--- src/rtl/ifu_fetch_unit_if.sv ---
// Fetch-unit bus: buffer pause and backend redirect, I-cache request/response,
// and the registered two-slot instruction bundle.
interface ifu_fetch_unit_if;
    logic        pause_i;
    logic        redirect_valid;
    logic [31:0] redirect_pc;
    logic        icache_req_valid;
    logic [31:0] icache_req_addr;
    logic        icache_req_ready;
    logic        icache_resp_valid;
    logic [63:0] icache_resp_data;
    logic        inst0_valid;
    logic        inst1_valid;
    logic [31:0] inst0_pc;
    logic [31:0] inst1_pc;
    logic [31:0] inst0_word;
    logic [31:0] inst1_word;
    logic        inst0_isJ;
    logic        inst1_isJ;
    logic        inst0_isBr;
    logic        inst1_isBr;

    modport master (
        input  pause_i, redirect_valid, redirect_pc,
        input  icache_req_ready, icache_resp_valid, icache_resp_data,
        output icache_req_valid, icache_req_addr,
        output inst0_valid, inst1_valid, inst0_pc, inst1_pc,
        output inst0_word, inst1_word, inst0_isJ, inst1_isJ, inst0_isBr, inst1_isBr
    );

    modport slave (
        output pause_i, redirect_valid, redirect_pc,
        output icache_req_ready, icache_resp_valid, icache_resp_data,
        input  icache_req_valid, icache_req_addr,
        input  inst0_valid, inst1_valid, inst0_pc, inst1_pc,
        input  inst0_word, inst1_word, inst0_isJ, inst1_isJ, inst0_isBr, inst1_isBr
    );
endinterface

--- src/rtl/ifu_fetch_unit.sv ---
// Sequential fetch front end: one outstanding 8-byte I-cache request, turning
// each returned line into a pre-decoded two-slot bundle; redirects squash stale lines.
module ifu_fetch_unit #(
    parameter logic [31:0] RESET_PC = 32'hBFC0_0000
) (
    input logic             clk,
    input logic             rst,
    ifu_fetch_unit_if.master bus
);
    typedef enum logic [1:0] {S_IDLE, S_REQ, S_WAIT, S_DISCARD} state_t;

    state_t      state, state_nxt;
    logic [31:0] pc;
    logic [31:0] line_base;
    logic        handshake;
    logic        take_line;

    function automatic logic pd_is_j(input logic [31:0] w);
        return (w[31:26] == 6'b000010) || (w[31:26] == 6'b000011) ||
               ((w[31:26] == 6'b000000) && ((w[5:0] == 6'b001000) || (w[5:0] == 6'b001001)));
    endfunction

    function automatic logic pd_is_br(input logic [31:0] w);
        return (w[31:28] == 4'b0001) ||
               ((w[31:26] == 6'b000001) && (w[19:17] == 3'b000) && (w[20] == 1'b0 || w[20] == 1'b1));
    endfunction

    assign line_base = {pc[31:3], 3'b000};
    assign handshake = (state == S_REQ) && !bus.pause_i && bus.icache_req_ready;
    // A response coinciding with a redirect is for the old path and is dropped.
    assign take_line = (state == S_WAIT) && bus.icache_resp_valid && !bus.redirect_valid;

    always_ff @(posedge clk or negedge rst) begin
        if (!rst) state <= S_IDLE;
        else      state <= state_nxt;
    end

    always_comb begin
        state_nxt = state;
        case (state)
            S_IDLE:    state_nxt = S_REQ;
            S_REQ:     if (handshake) state_nxt = bus.redirect_valid ? S_DISCARD : S_WAIT;
            S_WAIT: begin
                if (bus.icache_resp_valid)   state_nxt = S_REQ;
                else if (bus.redirect_valid) state_nxt = S_DISCARD;
            end
            S_DISCARD: if (bus.icache_resp_valid) state_nxt = S_REQ;
            default:   state_nxt = S_IDLE;
        endcase
    end

    always_comb begin
        bus.icache_req_valid = (state == S_REQ) && !bus.pause_i;
        bus.icache_req_addr  = (state == S_REQ) ? line_base : 32'h0;
    end

    always_ff @(posedge clk or negedge rst) begin
        if (!rst)                    pc <= RESET_PC;
        else if (bus.redirect_valid) pc <= bus.redirect_pc;
        else if (take_line)          pc <= line_base + 32'd8;
    end

    // Bundle stage: valids pulse for one cycle, payload holds between lines.
    always_ff @(posedge clk or negedge rst) begin
        if (!rst) begin
            bus.inst0_valid <= 1'b0;
            bus.inst1_valid <= 1'b0;
            bus.inst0_pc    <= 32'h0;
            bus.inst1_pc    <= 32'h0;
            bus.inst0_word  <= 32'h0;
            bus.inst1_word  <= 32'h0;
            bus.inst0_isJ   <= 1'b0;
            bus.inst1_isJ   <= 1'b0;
            bus.inst0_isBr  <= 1'b0;
            bus.inst1_isBr  <= 1'b0;
        end else begin
            bus.inst0_valid <= take_line && !pc[2];
            bus.inst1_valid <= take_line;
            if (take_line) begin
                bus.inst0_pc   <= line_base;
                bus.inst1_pc   <= line_base + 32'd4;
                bus.inst0_word <= bus.icache_resp_data[31:0];
                bus.inst1_word <= bus.icache_resp_data[63:32];
                bus.inst0_isJ  <= pd_is_j(bus.icache_resp_data[31:0]);
                bus.inst1_isJ  <= pd_is_j(bus.icache_resp_data[63:32]);
                bus.inst0_isBr <= pd_is_br(bus.icache_resp_data[31:0]);
                bus.inst1_isBr <= pd_is_br(bus.icache_resp_data[63:32]);
            end
        end
    end

    resp_without_request: assert property (@(posedge clk) disable iff (!rst)
        !(bus.icache_resp_valid && (state == S_IDLE || state == S_REQ)));
endmodule

--- src/flat_wrapper.sv ---
// flat-port wrapper written by rule: the top's interface ports become plain ports
module ifu_fetch_unit_flat 
#(
    parameter logic [31:0] RESET_PC = 32'hBFC0_0000
)
  (clk, rst, bus_pause_i, bus_redirect_valid, bus_redirect_pc, bus_icache_req_ready, bus_icache_resp_valid, bus_icache_resp_data, bus_icache_req_valid, bus_icache_req_addr, bus_inst0_valid, bus_inst1_valid, bus_inst0_pc, bus_inst1_pc, bus_inst0_word, bus_inst1_word, bus_inst0_isJ, bus_inst1_isJ, bus_inst0_isBr, bus_inst1_isBr);
  ifu_fetch_unit_if bus_i ();
  input logic clk;
  input logic rst;
  input wire logic [$bits(bus_i.pause_i)-1:0] bus_pause_i;
  input wire logic [$bits(bus_i.redirect_valid)-1:0] bus_redirect_valid;
  input wire logic [$bits(bus_i.redirect_pc)-1:0] bus_redirect_pc;
  input wire logic [$bits(bus_i.icache_req_ready)-1:0] bus_icache_req_ready;
  input wire logic [$bits(bus_i.icache_resp_valid)-1:0] bus_icache_resp_valid;
  input wire logic [$bits(bus_i.icache_resp_data)-1:0] bus_icache_resp_data;
  output wire logic [$bits(bus_i.icache_req_valid)-1:0] bus_icache_req_valid;
  output wire logic [$bits(bus_i.icache_req_addr)-1:0] bus_icache_req_addr;
  output wire logic [$bits(bus_i.inst0_valid)-1:0] bus_inst0_valid;
  output wire logic [$bits(bus_i.inst1_valid)-1:0] bus_inst1_valid;
  output wire logic [$bits(bus_i.inst0_pc)-1:0] bus_inst0_pc;
  output wire logic [$bits(bus_i.inst1_pc)-1:0] bus_inst1_pc;
  output wire logic [$bits(bus_i.inst0_word)-1:0] bus_inst0_word;
  output wire logic [$bits(bus_i.inst1_word)-1:0] bus_inst1_word;
  output wire logic [$bits(bus_i.inst0_isJ)-1:0] bus_inst0_isJ;
  output wire logic [$bits(bus_i.inst1_isJ)-1:0] bus_inst1_isJ;
  output wire logic [$bits(bus_i.inst0_isBr)-1:0] bus_inst0_isBr;
  output wire logic [$bits(bus_i.inst1_isBr)-1:0] bus_inst1_isBr;
  assign bus_i.pause_i = bus_pause_i;
  assign bus_i.redirect_valid = bus_redirect_valid;
  assign bus_i.redirect_pc = bus_redirect_pc;
  assign bus_i.icache_req_ready = bus_icache_req_ready;
  assign bus_i.icache_resp_valid = bus_icache_resp_valid;
  assign bus_i.icache_resp_data = bus_icache_resp_data;
  assign bus_icache_req_valid = bus_i.icache_req_valid;
  assign bus_icache_req_addr = bus_i.icache_req_addr;
  assign bus_inst0_valid = bus_i.inst0_valid;
  assign bus_inst1_valid = bus_i.inst1_valid;
  assign bus_inst0_pc = bus_i.inst0_pc;
  assign bus_inst1_pc = bus_i.inst1_pc;
  assign bus_inst0_word = bus_i.inst0_word;
  assign bus_inst1_word = bus_i.inst1_word;
  assign bus_inst0_isJ = bus_i.inst0_isJ;
  assign bus_inst1_isJ = bus_i.inst1_isJ;
  assign bus_inst0_isBr = bus_i.inst0_isBr;
  assign bus_inst1_isBr = bus_i.inst1_isBr;
  ifu_fetch_unit #(.RESET_PC(RESET_PC)) u_core (.clk(clk), .rst(rst), .bus(bus_i));
endmodule
--- config.mk ---
export PLATFORM = sky130hd
export DESIGN_NAME = ifu_fetch_unit_flat
export DESIGN_NICKNAME = d
export VERILOG_FILES = /design/src/rtl/ifu_fetch_unit_if.sv /design/src/rtl/ifu_fetch_unit.sv /design/src/flat_wrapper.sv
export SDC_FILE = /design/constraint.sdc
export NUM_CORES = 1
export LEC_CHECK = 0
export CORE_ASPECT_RATIO = 0.5
export CORE_MARGIN = 2
export CORE_UTILIZATION = 25
export DETAILED_ROUTE_END_ITERATION = 7
export DONT_BUFFER_PORTS = 1
export PLACE_DENSITY = 0.42
export RECOVER_POWER = 100
export SETUP_SLACK_MARGIN = 0.15
export SLEW_MARGIN = 20
export SYNTH_ARGS = -nofsm -noshare
export SYNTH_HDL_FRONTEND = slang
export SYNTH_SLANG_ARGS = --single-unit
--- constraint.sdc ---
create_clock -name clk -period 2.45 [get_ports clk]
set_clock_uncertainty 0.2 [all_clocks]
set_input_delay 0.49 -clock clk [delete_from_list [all_inputs] [get_ports clk]]
set_output_delay 0.49 -clock clk [all_outputs]
set_load 0.01 [all_outputs]
# Word level (Yosys, flattened, before mapping)
# Index checks and enable logic that the tools add are counted.
# op_classes
n_reduce_logical,27
addsub,2
muxes,9
eq_ne,18
# ops
op,count
$mux 32,3
$add 32x3->32 const B,1
$add 32x4->32 const B,1
$eq 6x2->1 const B,4
$eq 6x4->1 const B,4
$eq 6x1->1 const B,2
$logic_not 6->1,2
$logic_and 1x1->1,9
$eq 4x1->1 const B,2
$logic_or 1x1->1,8
$mux 2,4
$pmux 2 s4,1
$logic_not 3->1,2
$eq 2x2->1 const B,2
$logic_not 1->1,3
$ne 3x3->1 const B,1
$reduce_and 3->1,1
$eq 2x1->1 const B,1
$logic_not 2->1,1
$ne 2x1->1 const B,1
$ne 2x2->1 const B,1
$reduce_bool 2->1,1
$mux 1,1
# word_totals
ff_bits,165
output_inout_bits,167
inputBits,102
word_cells,68

# Logic depth before layout (Yosys ltp)
# Gate-level depths: netlist of run 1.
# depth
word_depth,5
ltp_mapped,8
depth_no_buf,6

# Worst setup path before layout of run 1
# OpenSTA, ideal clock, no wires.
# synth_timing
path_kind,register to register
startpoint,register u_core.state[0]
endpoint,register u_core.pc[26]
path_stages_with_launch,8
period_less_slack_ps,2184
slack_ps,266
n_path_buf,1
setup_time_ps,77
t_required_ps,2173
arrival_ps,1907
path_cell_list,dfrtp_1 > inv_1 > ha_1 > buf_4 > nand4_2 > or4_4 > or4_1 > a31oi_1
# synth_via
elab_chain_cells,4
# synth_rtl
item,line_no,source
from (decl),ifu_fetch_unit.sv:12,"state_t state, state_nxt;"
from (signal assigned),ifu_fetch_unit.sv:35,else state <= state_nxt;
$eq 2x2->1,ifu_fetch_unit.sv:31,assign take_line = (state == S_WAIT) && bus.icache_resp_valid && !bus.redirect_valid;
$logic_and 1x1->1 (2 in series),ifu_fetch_unit.sv:31,
$reduce_bool 2->1 (no line),n/a,
to (signal assigned),ifu_fetch_unit.sv:59,else if (bus.redirect_valid) pc <= bus.redirect_pc;
to (signal assigned),ifu_fetch_unit.sv:60,else if (take_line) pc <= line_base + 32'd8;
to (decl),ifu_fetch_unit.sv:13,logic [31:0] pc;
# No other way between the ends.
# A chain may end at the register's enable or synchronous reset.

# Worst setup path in the final report of run 1
# layout_timing
startpoint,register u_core.state[1]
endpoint,output bus_icache_req_addr[7]
# layout_via
elab_chain_cells,2
# layout_rtl
item,line_no,source
$eq 2x1->1,ifu_fetch_unit.sv:54,bus.icache_req_addr = (state == S_REQ) ? line_base : 32'h0;
$mux 32,ifu_fetch_unit.sv:54,
to (decl),flat_wrapper.sv:17,output wire logic [$bits(bus_i.icache_req_addr)-1:0] bus_icache_req_addr;
# No other way between the ends.

==> reports/metrics.csv, run 1 <==
stage,metric,value,unit
power_and_ir_drop,p_int,0.005177,W
sta,setup_violations,0,
routing,drt-total-wl,20150,um
synth,netlist_area,0.006287,mm2
routing,drt_iter0_drc,279,
sta,slew_violations,0,
grt,grt_pass1_vias,5084,
floorplanning,fp.dieH,116.1,um
routing,drc,0,
clock_tree,htreeDepth,4,
setup_path,r2r-start,u_core.state[0]$_DFFE_PN0P_,
synth,synthTopCellsByArea,"dfrtp_1 (49%), nand2_1 (18%), buf_4 (4.7%), dfstp_2 (3.8%), and2_1 (2.9%)",
synth,synth_cell_types,45,
clock_tree,clk_pin_slew,60,ps
clock_tree,postCtsHoldBufs,84,
grt,antenna_found_initial,0,
synth,synth_edf_count,0,
synth,ys_warn_count,0,
floorplanning,initial_core_util,0.2585,
floorplanning,fp.dieArea,0.02651,mm2
setup_path,reg2reg_depth,6,
synth,ys.flop_type,dfrtp_1,
grt,globalRouteOverflowTotal,0,
setup_path,worst-path-buf-inv,2,
sta,period_needed,2304,ps
run_status,outcome,"complete, but fails checks",
synth,synth_area_per_cell,8.696,um2
layout,area_growth,25.27,%
power_and_ir_drop,ir_drop,0.4760,mV
place,port_buffers,0,
floorplanning,ios,269,
setup_path,worstPathRequired,1760,ps
synth,synth_area_leader_cell,dfrtp_1,
setup_path,crit_path_end_kind,output pin,
setup_path,critPathLaunchType,flip-flop,
job,max_cap_violations,0,
synth,yosysSeqAreaShare,0.5272,
place,globalplace.congestion,0.7663,
sta,rsz0062_at_grt,yes,
setup_path,crit_end,bus_icache_req_addr[7],
layout,num_antenna_cells,0,
setup_path,critPathMaxStageDelay,410,ps
setup_path,setup.worst_path.class,reg -> out,
routing,antenna_left,0,
sta,hold_ws,-442.6,ps
sta,relSlewSlack,0.3955,
synth,syn_inst,723,
grt,grt_pass1_wl,30370,um
run_status,violations,negative hold slack,
power_and_ir_drop,cellPowerDensity,1054,mW/mm2
sta,fmax,434.0,MHz
power_and_ir_drop,clock_power_share,0.300,
setup_path,reg2reg_setup_slack,170,ps
synth,ys_async_sr_fraction,1.000,
place,post-dp-hpwl,13700,um
routing,vias,5063,
clock_tree,cts_buffers,17,
power_and_ir_drop,leakagePower,3.640,nW
sta,hold_viol,132,
setup_path,worstPathMaxFanout,17,
sta,tightest_slew,906.8,ps
setup_path,crit_family,flip-flops,
sta,fin_crit_sh,0.9405,
synth,synth_commonest_cells,"nand2_1 (308), dfrtp_1 (123), buf_4 (39), clkbuf_1 (31), and2_1 (29)",
layout,drive_above_1_share,0.08481,
floorplanning,rows,40,
power_and_ir_drop,p_switching,0.003125,W
grt,grt_use_total,0.1532,
setup_path,crit_path_start,u_core.state[1]$_DFFE_PN0P_,
layout,stdcell_count,1126,
power_and_ir_drop,pwr-share-comb,0.195,
floorplanning,dieWidth,228.3,um
power_and_ir_drop,total_power,0.008302,W
setup_path,slowest_stage,dfrtp_1,
routing,viasPerCell,4.496,
setup_path,path_cells,inv_1 > ha_4 > buf_8 > and2_0,
clock_tree,cts_tree,built,
setup_path,cp.depth,4,
setup_path,arrival,1610,ps
sta,finalSetupTns,0,ps
routing,wl_per_cell,17.90,um
power_and_ir_drop,seqPwrFrac,0.505,
min_path,hp-class,in -> async,
grt,grt_max_degree,133,
clock_tree,clk_latency,430,ps
clock_tree,cts_sinks,132,
setup_path,r2r_end,u_core.pc[30]$_DFFE_PN0P_,
clock_tree,cts_buffer_depth,2,
routing,first_pass_iters,4,
synth,yosysTopAreaCellShare,0.4896,
power_and_ir_drop,swShare,0.3764,
clock_tree,cts_root_buf,clkbuf_16,
synth,synth.most_common_cell,nand2_1,
place,placedCellCount,1011,
synth,synth_seq_cells,132,
floorplanning,core_area,0.02432,mm2
layout,final_nets,886,
cells by family (layout without fill, tap and decap cells):
kind of cell	after synthesis	count (layout)	synth area share
buffers and inverters	87	147	0.08338
AOI/OAI and AO/OA	60	60	0.05970
adders and majority gates	4	4	0.007961
DFF	132	132	0.5272
and+or+nand+nor	424	424	0.2995
xor gates and xnor gates	12	12	0.01672
other	1	8	0.0005964
muxes	3	3	0.004975
metrics by stage:
stage | utilization | worst slack [ps] | cell area [um2]
2_1_floorplan | - | 266.0 | 6314
3_3_place_gp | 0.2654 | 210.6 | 6455
3_5_place_dp | 0.2654 | 209.2 | 6455
4_1_cts | 0.3238 | 150.8 | 7875
5_1_grt | 0.3238 | 58.70 | 7876
6_report | 0.3238 | 145.7 | 7876
flip-flops by register name, summed over array words and instances, names as in the netlist:
name,cells
u_core.bus.inst1_word,32
u_core.state,2
u_core.bus.inst0_isBr,1
u_core.pc,30
u_core.bus.inst1_isBr,1
u_core.bus.inst1_pc,2
u_core.bus.inst0_pc,28
u_core.bus.inst1_isJ,1
u_core.bus.inst1_valid,1
u_core.bus.inst0_word,32
u_core.bus.inst0_valid,1
u_core.bus.inst0_isJ,1
power by group through the flow:
stage                     clock [W]  combinational (W)  sequential (W)
after floorplan                   0            0.00155         0.00384
after global routing        0.00268            0.00186         0.00431
after global placement            0            0.00142         0.00424
after detailed placement          0            0.00147         0.00425
after CTS                   0.00256            0.00163         0.00422
final                       0.00249            0.00162         0.00419
placed cells by master (no fill, tap or decap), types with 4 or more instances in the layout:
cell and instances:
o31ai_1 12, nand4_1 9, clkbuf_8 5, buf_4 15
clkbuf_16 17, xnor2_1 4, conb_1 8, nand3_1 13
and3_1 5, a21oi_1 6, dlygate4sd3_1 83, inv_1 7
dfrtp_1 123, xor2_1 8, dfstp_2 9, nor4_1 4
a31oi_1 11, or4_1 14, clkbuf_1 7, and4_1 5
and2_0 27, o31a_1 4, nor2_1 20, nand2_1 308
o21ai_0 22
how the worst min path moves through the flow:
stage	startpoint	end
after global routing	rst	u_core.bus.inst0_pc[7]$_DFFE_PN0P_
final	rst	u_core.bus.inst0_pc[18]$_DFFE_PN0P_
after detailed placement	rst	u_core.bus.inst0_pc[9]$_DFFE_PN0P_
after CTS	rst	u_core.bus.inst0_pc[7]$_DFFE_PN0P_
after floorplan	rst	u_core.bus.inst0_isBr$_DFFE_PN0P_
after global placement	rst	u_core.bus.inst0_pc[9]$_DFFE_PN0P_
final cells by class:
type	instances	area, um2
Fill cell	2540	16450
Sequential cell	132	3314
Multi-Input combinational cell	511	2506
Timing Repair Buffer	109	1049
Clock buffer	25	505.5
Tap cell	336	420.4
Clock inverter	4	47.55
Inverter	9	33.78
worst register-to-register path: stages, from the launching register on:
cell and delay [ps]:
dfrtp_1 420, inv_1 100, ha_1 270, nand4_2 150, or4_4 480, or4_1 410, a31oi_1 170
metal layers:
metal,track usage,up-vias,share of wire,wire length [um]
met5,0,-,0,0
met4,0.06187,0,0.022,450
met3,0.05493,27,0.057,1140
met2,0.2463,118,0.48,9627
met1,0.1901,2499,0.44,8932
li1,-,2419,-,-
repair_timing:
| item | in CTS | in global routing |
|---|---|---|
| cloned | 0 | 0 |
| buffers inserted | 0 | 2 |
| endpoints found under the setup margin | 24 | 21 |
| gates resized for setup | 3 | 5 |
| endpoints found under the hold margin | 220 | 132 |
Power figures use the tool's default switching activity.
==> run 2, diff against run 1 <==
--- a/config.mk
+++ b/config.mk
@@ -7,10 +7,10 @@
 export LEC_CHECK = 0
 export CORE_ASPECT_RATIO = 0.5
 export CORE_MARGIN = 2
-export CORE_UTILIZATION = 25
+export CORE_UTILIZATION = 63
 export DETAILED_ROUTE_END_ITERATION = 7
 export DONT_BUFFER_PORTS = 1
-export PLACE_DENSITY = 0.42
+export PLACE_DENSITY = 0.76
 export RECOVER_POWER = 100
 export SETUP_SLACK_MARGIN = 0.15
 export SLEW_MARGIN = 20
==> run 2 against run 1 <==
Non-clock buffer count shrank 42. Design area down 7.9%. Largest power group unchanged. Critical endpoint is now bus_icache_req_addr[29]. Maximum frequency grew 0.65%. Clock power about the same. Global-route usage increased by 16 points. Sequential share of layout area up 3.6 points. Routed wire length fell by 17%. Utilization up 43 points. Sequential power about the same. The flow still finishes with violations (negative hold slack). Register-to-register slack improved by 30 ps. Die area is 59% lower.
==> reports/metrics.csv, run 2 (synthesis results as in run 1) <==
stage,metric,value,unit
clock_tree,cts_root_buf,clkbuf_16,
setup_path,critPathLaunchType,flip-flop,
sta,hold_ws,-417.3,ps
setup_path,path_cells,inv_1 > ha_2 > buf_12 > and2_0,
floorplanning,core_area,0.009572,mm2
run_status,outcome,"complete, but fails checks",
sta,finalSetupTns,0,ps
layout,area_growth,15.36,%
layout,multi_input_area,0.002496,mm2
setup_path,worstPathRequired,1760,ps
layout,drive_above_1_share,0.07744,
clock_tree,postCtsHoldBufs,55,
sta,slew_violations,0,
power_and_ir_drop,cellPowerDensity,1130,mW/mm2
sta,tightest_slew,673.1,ps
setup_path,slowest_stage,dfrtp_1,
clock_tree,cts_tree,built,
sta,period_needed,2289,ps
min_path,hp-class,in -> async,
floorplanning,initial_core_util,0.6569,
setup_path,arrival,1600,ps
clock_tree,htreeDepth,4,
grt,grt_pass1_wl,26210,um
floorplanning,fp.dieH,74.64,um
layout,final_cell_mix,"nand2_1 (308), dfrtp_1 (122), dlygate4sd3_1 (55)",
run_status,violations,negative hold slack,
clock_tree,postCtsSetupRepairBufs,0,
clock_tree,cts_buffers,17,
place,globalplace.congestion,0.8625,
setup_path,worst-path-buf-inv,2,
routing,drt-total-wl,16820,um
setup_path,worstPathMaxFanout,27,
power_and_ir_drop,ir_drop,0.6274,mV
layout,register_area,0.003316,mm2
sta,relSlewSlack,0.5512,
power_and_ir_drop,leakagePower,3.476,nW
setup_path,setup.worst_path.class,reg -> out,
clock_tree,clk_pin_slew,60,ps
setup_path,critPathMaxStageDelay,410,ps
sta,rsz0062_at_grt,yes,
clock_tree,clk_latency,400,ps
layout,fill_cells,654,
routing,vias,5062,
sta,hold_viol,132,
grt,antenna_found_initial,0,
place,post-dp-hpwl,10380,um
layout,num_antenna_cells,0,
clock_tree,cts_sinks,132,
grt,grt_use_total,0.3129,
clock_tree,cts_buffer_depth,2,
routing,drt_iter0_drc,414,
routing,antenna_left,0,
layout,top_regs,"u_core.bus.inst0_word: 32 flops, u_core.bus.inst1_word: 32 flops, u_core.pc: 30 flops",
layout,final_nets,844,
floorplanning,ios,269,
grt,grt_max_degree,133,
grt,grt_pass1_vias,4966,
routing,wl_per_cell,19.03,um
job,max_cap_violations,0,
routing,viasPerCell,5.726,
routing,drc,0,
place,port_buffers,0,
grt,globalRouteOverflowTotal,0,
sta,fmax,436.8,MHz
layout,final_common_cell,nand2_1,
setup_path,crit_family,flip-flops,
sta,fin_crit_sh,0.9345,
floorplanning,fp.dieArea,0.01084,mm2
floorplanning,dieWidth,145.3,um
routing,first_pass_iters,5,
floorplanning,rows,25,
setup_path,crit_path_end_kind,output pin,
sta,setup_violations,0,
-- run 2: changes by cell type in the layout (fill, tap and decap cells not counted), sizes merged --
cell / previous run / this run
buf: 20 / 9
bufinv: 1 / 3
clkbuf: 31 / 22
clkinv: 3 / 8
dlygate4sd3: 83 / 55
-- run 2: through the flow --
stage	instances	utilization	area, um2	power [W]	setup slack (ps)
global placement	799	0.6380	6107	0.005490	283.2
CTS	884	0.7567	7243	0.008173	172.3
floorplan	730	-	6314	0.005389	266.0
global route	884	0.7578	7253	0.008644	73.34
finish	884	0.7578	7253	0.008196	160.5
detailed placement	799	0.6380	6107	0.005573	248.9
-- run 2: metal layers --
layer	GRT usage	part of all wire	wire length, um	vias to the layer above
met2	0.5124	0.49	8168	233
met4	0.1187	0.019	314	0
li1	-	-	-	2334
met3	0.1006	0.083	1388	30
met5	0	0	0	-
met1	0.4035	0.41	6948	2465
-- run 2: worst paths after layout --
path	startpoint	endpoint	slack, ps	cells past startpoint
max in group asynchronous	rst	u_core.pc[31]$_DFFE_PN1P_	2180	0
hold / removal	rst	u_core.bus.inst0_pc[10]$_DFFE_PN0P_	-420	0
hold reg to reg	u_core.pc[2]$_DFFE_PN0P_	u_core.bus.inst0_valid$_DFF_PN0_	240	1
min in group clk	bus_icache_resp_data[26]	u_core.bus.inst0_word[26]$_DFFE_PN0P_	10	2
setup reg to reg	u_core.state[0]$_DFFE_PN0P_	u_core.bus.inst0_word[25]$_DFFE_PN0P_	200	8
setup / recovery	u_core.state[1]$_DFFE_PN0P_	bus_icache_req_addr[29]	160	4
-- run 2: where the power goes --
part           total, W  switching, W  internal [W]  leakage [nW]
Clock           0.00251      0.000908       0.00161         0.288
Sequential      0.00418       0.00119       0.00299          1.65
Combinational   0.00151      0.000902      0.000604          1.54
Total           0.00820       0.00300       0.00520          3.48
-- run 2: worst reg2reg max path: stages (launching register included) --
cell and delay (ps):
dfrtp_1 400, inv_1 80, ha_1 280, buf_4 190
nand3_4 170, inv_1 160, buf_4 430, nand2_1 170
nand2_1 100
-- run 2: area by class of cell --
class / instances / share of cell area
timing repair buffer: 67 / 0.09091
multi-input combinational: 511 / 0.3441
clock buffer: 19 / 0.06107
clock inverter: 11 / 0.01880
tap: 135 / 0.02329
inverter: 9 / 0.004658
sequential: 132 / 0.4571
-- run 2: repair_timing --
| action | CTS | global route |
|---|---|---|
| pin swaps | 0 | 1 |
| resized for setup | 2 | 7 |
| hold endpoints to repair | 198 | 132 |
| setup endpoints to repair | 25 | 36 |
